## config.mk

```make
export PLATFORM = sky130hd
export DESIGN_NAME = inst_fetch_ctrl
export DESIGN_NICKNAME = d
export VERILOG_FILES = /design/src/rtl/inst_fetch_ctrl.sv
export SDC_FILE = /design/constraint.sdc
export NUM_CORES = 1
export LEC_CHECK = 0
export ABC_AREA = 1
export CORE_MARGIN = 10
export CORE_UTILIZATION = 45
export DETAILED_ROUTE_END_ITERATION = 12
export PLACE_DENSITY_LB_ADDON = 0.2
export SYNTH_ARGS = -nofsm -noshare
export SYNTH_HDL_FRONTEND = slang
export SYNTH_SLANG_ARGS = --single-unit
```

## constraint.sdc

```tcl
create_clock -name clk -period 3.6 [get_ports clk]
set_input_delay 0.54 -clock clk [delete_from_list [all_inputs] [get_ports clk]]
set_output_delay 0.54 -clock clk [all_outputs]
set_load 0.02 [all_outputs]
```

## src/rtl/inst_fetch_ctrl.sv

```systemverilog
// Instruction-fetch sequencer: owns the PC, registers fetched words into ir and hands them to decode
// over valid/ready. Optional fetch counter is enabled by defining FETCH_CNT_EN.
module inst_fetch_ctrl #(
  parameter int ADDR_W = 8,
  parameter int DATA_W = 32,
  parameter logic [ADDR_W-1:0] RESET_PC = 8'h00,
  parameter logic [ADDR_W-1:0] LAST_PC  = 8'h44
) (
  input  logic              clk,
  input  logic              reset,
  input  logic              start,
  output logic [ADDR_W-1:0] imem_addr,
  input  logic [DATA_W-1:0] imem_data,
  output logic              out_valid,
  input  logic              out_ready,
  output logic [DATA_W-1:0] ir,
  output logic [ADDR_W-1:0] ir_pc,
  input  logic              redirect_en,
  input  logic [ADDR_W-1:0] redirect_pc,
  output logic              misalign_err,
  output logic              busy,
  output logic              done,
  output logic [15:0]       fetch_count
);

  typedef enum logic [1:0] {IDLE, FETCH, DRAIN, HALT} state_t;

  state_t            state_reg, state_next;
  logic [ADDR_W-1:0] pc_reg, pc_next;
  logic [DATA_W-1:0] ir_reg, ir_next;
  logic [ADDR_W-1:0] ir_pc_reg, ir_pc_next;
  logic              valid_reg, valid_next;
  logic              misalign_reg, misalign_next;

  logic advance;
  logic redirect_take;
  logic start_take;

  assign start_take    = start && (state_reg == IDLE || state_reg == HALT);
  assign redirect_take = redirect_en && (state_reg == FETCH || state_reg == DRAIN);
  assign advance       = (state_reg == FETCH) && (!valid_reg || out_ready) && !redirect_en;

  always_ff @(posedge clk or posedge reset) begin
    if (reset) begin
      state_reg    <= IDLE;
      pc_reg       <= RESET_PC;
      ir_reg       <= '0;
      ir_pc_reg    <= '0;
      valid_reg    <= 1'b0;
      misalign_reg <= 1'b0;
    end else begin
      state_reg    <= state_next;
      pc_reg       <= pc_next;
      ir_reg       <= ir_next;
      ir_pc_reg    <= ir_pc_next;
      valid_reg    <= valid_next;
      misalign_reg <= misalign_next;
    end
  end

  always_comb begin
    state_next    = state_reg;
    pc_next       = pc_reg;
    ir_next       = ir_reg;
    ir_pc_next    = ir_pc_reg;
    valid_next    = valid_reg;
    misalign_next = misalign_reg;
    // Redirect wins over fetch/drain; a concurrent handshake still completes, the flush discards ir.
    if (redirect_take) begin
      state_next = FETCH;
      pc_next    = {redirect_pc[ADDR_W-1:2], 2'b00};
      valid_next = 1'b0;
      if (redirect_pc[1:0] != 2'b00) misalign_next = 1'b1;
    end else begin
      case (state_reg)
        IDLE, HALT: begin
          if (start_take) begin
            state_next = FETCH;
            pc_next    = RESET_PC;
            valid_next = 1'b0;
          end
        end
        FETCH: begin
          if (advance) begin
            ir_next    = imem_data;
            ir_pc_next = pc_reg;
            valid_next = 1'b1;
            if (pc_reg == LAST_PC) state_next = DRAIN;
            else pc_next = pc_reg + ADDR_W'(4);
          end
        end
        DRAIN: begin
          if (valid_reg && out_ready) begin
            valid_next = 1'b0;
            state_next = HALT;
          end
        end
        default: state_next = IDLE;
      endcase
    end
  end

`ifdef FETCH_CNT_EN
  logic [15:0] count_reg;

  always_ff @(posedge clk or posedge reset) begin
    if (reset) count_reg <= 16'h0;
    else if (start_take) count_reg <= 16'h0;
    else if (advance && count_reg != 16'hFFFF) count_reg <= count_reg + 16'h1;
  end

  assign fetch_count = count_reg;
`else
  assign fetch_count = 16'h0;
`endif

  assign imem_addr    = pc_reg;
  assign ir           = ir_reg;
  assign ir_pc        = ir_pc_reg;
  assign out_valid    = valid_reg;
  assign misalign_err = misalign_reg;
  assign busy         = (state_reg == FETCH) || (state_reg == DRAIN);
  assign done         = (state_reg == HALT);

endmodule

```

==> impl_metrics.py <==
metrics = {
    "outcome": {
        "status": "finished clean",
    },
    "die": {
        "ios": 113,
        "std_cell_rows": 26,
        "fp.dieH_um": 94.22,
        "initial_core_util_pct": 47.32,
        "design.core.area_um2": 5238,
        "die_area_um2": 8876,
        "fp.dieW_um": 94.22,
    },
    "cells_and_area": {
        "postLayoutCellArea_um2": 3478,
        "multi_input_area_um2": 1090,
        "drive_gt1_share_pct": 16.51,
        "area.sequential_um2": 1201,
        "area_growth_pct": 40.33,
        "insertedDiodeCount": 0,
        "n_fill_cell": 421,
        "largest_reg_flops": 32,
        "nets": 372,
    },
    "drt": {
        "wirelength_um": 6099,
        "drtAntennaViolNets": 0,
        "dr.pass1.iters": 4,
        "drc": 0,
        "via_per_inst": 4.575,
        "num_vias": 1789,
        "drt_iter0_drc": 72,
        "wl_per_cell_um": 15.60,
    },
    "global_routing": {
        "grt_pass1_wl_um": 9584,
        "grt-ovfl-total": 0,
        "grt_start_max_net_pins": 49,
        "grt_pass1_vias": 1821,
        "track_usage_pct": 13.51,
        "antenna_found_initial": 0,
    },
    "timing": {
        "setup_viol": 0,
        "setup_ws_ns": 1.181,
        "slew_headroom_pct": 34.02,
        "drv_slew": 0,
        "skew_ns": 0.008651,
        "setup_tns_ns": 0,
        "max_slew.worst_pin.slew_ns": 0.9883,
        "finalHoldViolations": 0,
        "grt_setup_unrepaired": "false",
        "min_period_over_period_pct": 67.19,
        "max_freq_mhz": 413.4,
        "holdWs_ns": 0.4813,
        "min_period_ns": 2.419,
    },
    "worst_setup_path": {
        "crit_chain": "inv_1 > ha_1 > inv_1 > clkdlybuf4s50_1",
        "crit_path_frequent_cell": "inv_1",
        "cp-start-kind": "register",
        "critPathMaxStageDelay_ns": 0.62,
        "arrival_ns": 1.88,
        "cpMaxStageDelayCell": "clkdlybuf4s50_1",
        "crit_required_ns": 3.06,
        "crit_buf_inv": 3,
        "critical_path.endpoint_type": "output port",
        "crit_fanout": 5,
        "setup.worst_path.class": "reg2out",
        "critical_path.top_delay_family": "buffers and inverters",
    },
    "cts": {
        "cts_buffers": 5,
        "cts_resized": 0,
        "cts_buffer_depth": 2,
        "clk_pin_slew_ns": 0.09,
        "clock_latency_ns": 0.30,
        "postCtsSetupRepairBufs": 0,
        "clock_sinks": 48,
        "root_buffer": "clkbuf_8",
        "cts_hold_buf": 0,
        "htreeDepth": 2,
        "tritoncts": "built",
    },
    "power_and_ir_drop": {
        "switching_share_pct": 39.39,
        "p_leak_nw": 1.698,
        "combPwrFrac_pct": 57.4,
        "power.share.sequential_pct": 30.4,
        "p_per_area_nw_per_um2": 906.5,
        "switching_power_mw": 1.242,
        "pwr-share-clk_pct": 12.2,
        "p_int_mw": 1.911,
        "vdd_drop_max_mv": 0.5459,
        "finalPower_mw": 3.153,
    },
    "worst_hold_path": {
        "worstHoldPathType": "reg2reg",
    },
    "synth": {
        "syn-mean-instance-area_um2": 10.97,
        "ys_ff_latch": 48,
        "seq_area_frac_synth_pct": 48.46,
        "netlist_instances": 226,
        "yosysUniqueCellTypes": 23,
        "yosysWarnings": 0,
        "synth_area_um2": 2479,
    },
    "placement": {
        "placed_area_um2": 3371,
        "hpwl_um": 4594,
        "portBuffers": 92,
        "gp_congestion": 0.8390,
        "dpl_worst_slack_ns": 1.236,
    },
    "flow_run": {
        "cap_violations": 0,
    },
}
final cells by class:
cell class,instances,share of cell area [%]
multi-input combinational,154,31.33
tap,70,2.518
sequential,48,34.53
timing repair buffer,92,26.47
clock inverter,2,1.007
inverter,19,2.050
clock buffer,6,2.086
cells in the mapped netlist:
cell / number / area share, %
inv_2: 3 / 0.45
nor2_4: 2 / 0.91
dfrtp_1: 48 / 48
ha_1: 7 / 3.5
clkbuf_1: 1 / 0.15
nand2_4: 3 / 1.4
o21bai_1: 2 / 0.61
nor2_2: 1 / 0.25
nand4_1: 2 / 0.50
or2_4: 1 / 0.35
conb_1: 1 / 0.15
nand2_2: 2 / 0.50
nor2_1: 6 / 0.91
buf_6: 3 / 1.4
inv_1: 16 / 2.4
nand3_1: 8 / 1.6
o21ai_0: 12 / 2.4
nor2_8: 1 / 0.81
mux2_4: 28 / 17
buf_4: 20 / 6.1
mux2_2: 4 / 1.8
a21oi_1: 1 / 0.20
nand2_1: 54 / 8.2
cell usage in the layout, fill, tap and decap left out, drive strengths merged:
master,count
nand3,8
or2,1
bufinv,1
conb,20
o21bai,2
mux2,32
nand2,59
o21ai,12
dfrtp,48
inv,19
clkinv,1
nand4,2
ha,7
clkbuf,6
nor2,10
a21oi,1
clkdlybuf4s50,92
final timing paths:
kind	startpoint	to	slack [ns]	cells past startpoint
min in group asynchronous	reset	ir[6]	0.80	2
max in group asynchronous	reset	imem_addr[4]	2.19	2
setup / recovery	state_reg[0]	busy	1.18	4
hold / removal	misalign_err	misalign_err	0.48	1
hold reg to reg	misalign_err	misalign_err	0.48	1
setup reg to reg	state_reg[1]	imem_addr[2]	1.60	11
logic make-up after synthesis:
| kind of cell | Yosys count | share of synthesized area (%) |
|---|---|---|
| and+or+nand+nor | 80 | 15.40 |
| DFF | 48 | 48.46 |
| buffers and inverters | 43 | 10.45 |
| muxes | 32 | 18.78 |
| AOI/OAI and AO/OA | 15 | 3.230 |
| adders and majority gates | 7 | 3.533 |
| other | 1 | 0.1513 |
power groups by stage:
stage / logic [mW] / clock network, mW / registers [mW]
after floorplan: 0.838 / 0 / 1.25
after global placement: 1.80 / 0 / 0.960
after detailed placement: 1.82 / 0 / 0.966
after CTS: 1.83 / 0.391 / 0.959
after global routing: 1.94 / 0.421 / 0.995
final: 1.81 / 0.384 / 0.958
per-stage QoR:
stage | cells | utilization [%]
after floorplan | 245 | -
after global placement | 383 | 64.36
after detailed placement | 383 | 64.36
after CTS | 391 | 66.41
after global routing | 391 | 66.41
final | 391 | 66.41
per-layer routing:
| metal | track usage [%] | routed length (µm) | up-vias |
|---|---|---|---|
| li1 | - | - | 873 |
| met1 | 17.55 | 2837 | 844 |
| met2 | 21.17 | 2725 | 66 |
| met3 | 3.917 | 481 | 6 |
| met4 | 3.924 | 55 | 0 |
| met5 | 0 | 0 | - |
(Power assumes the default switching activity.)
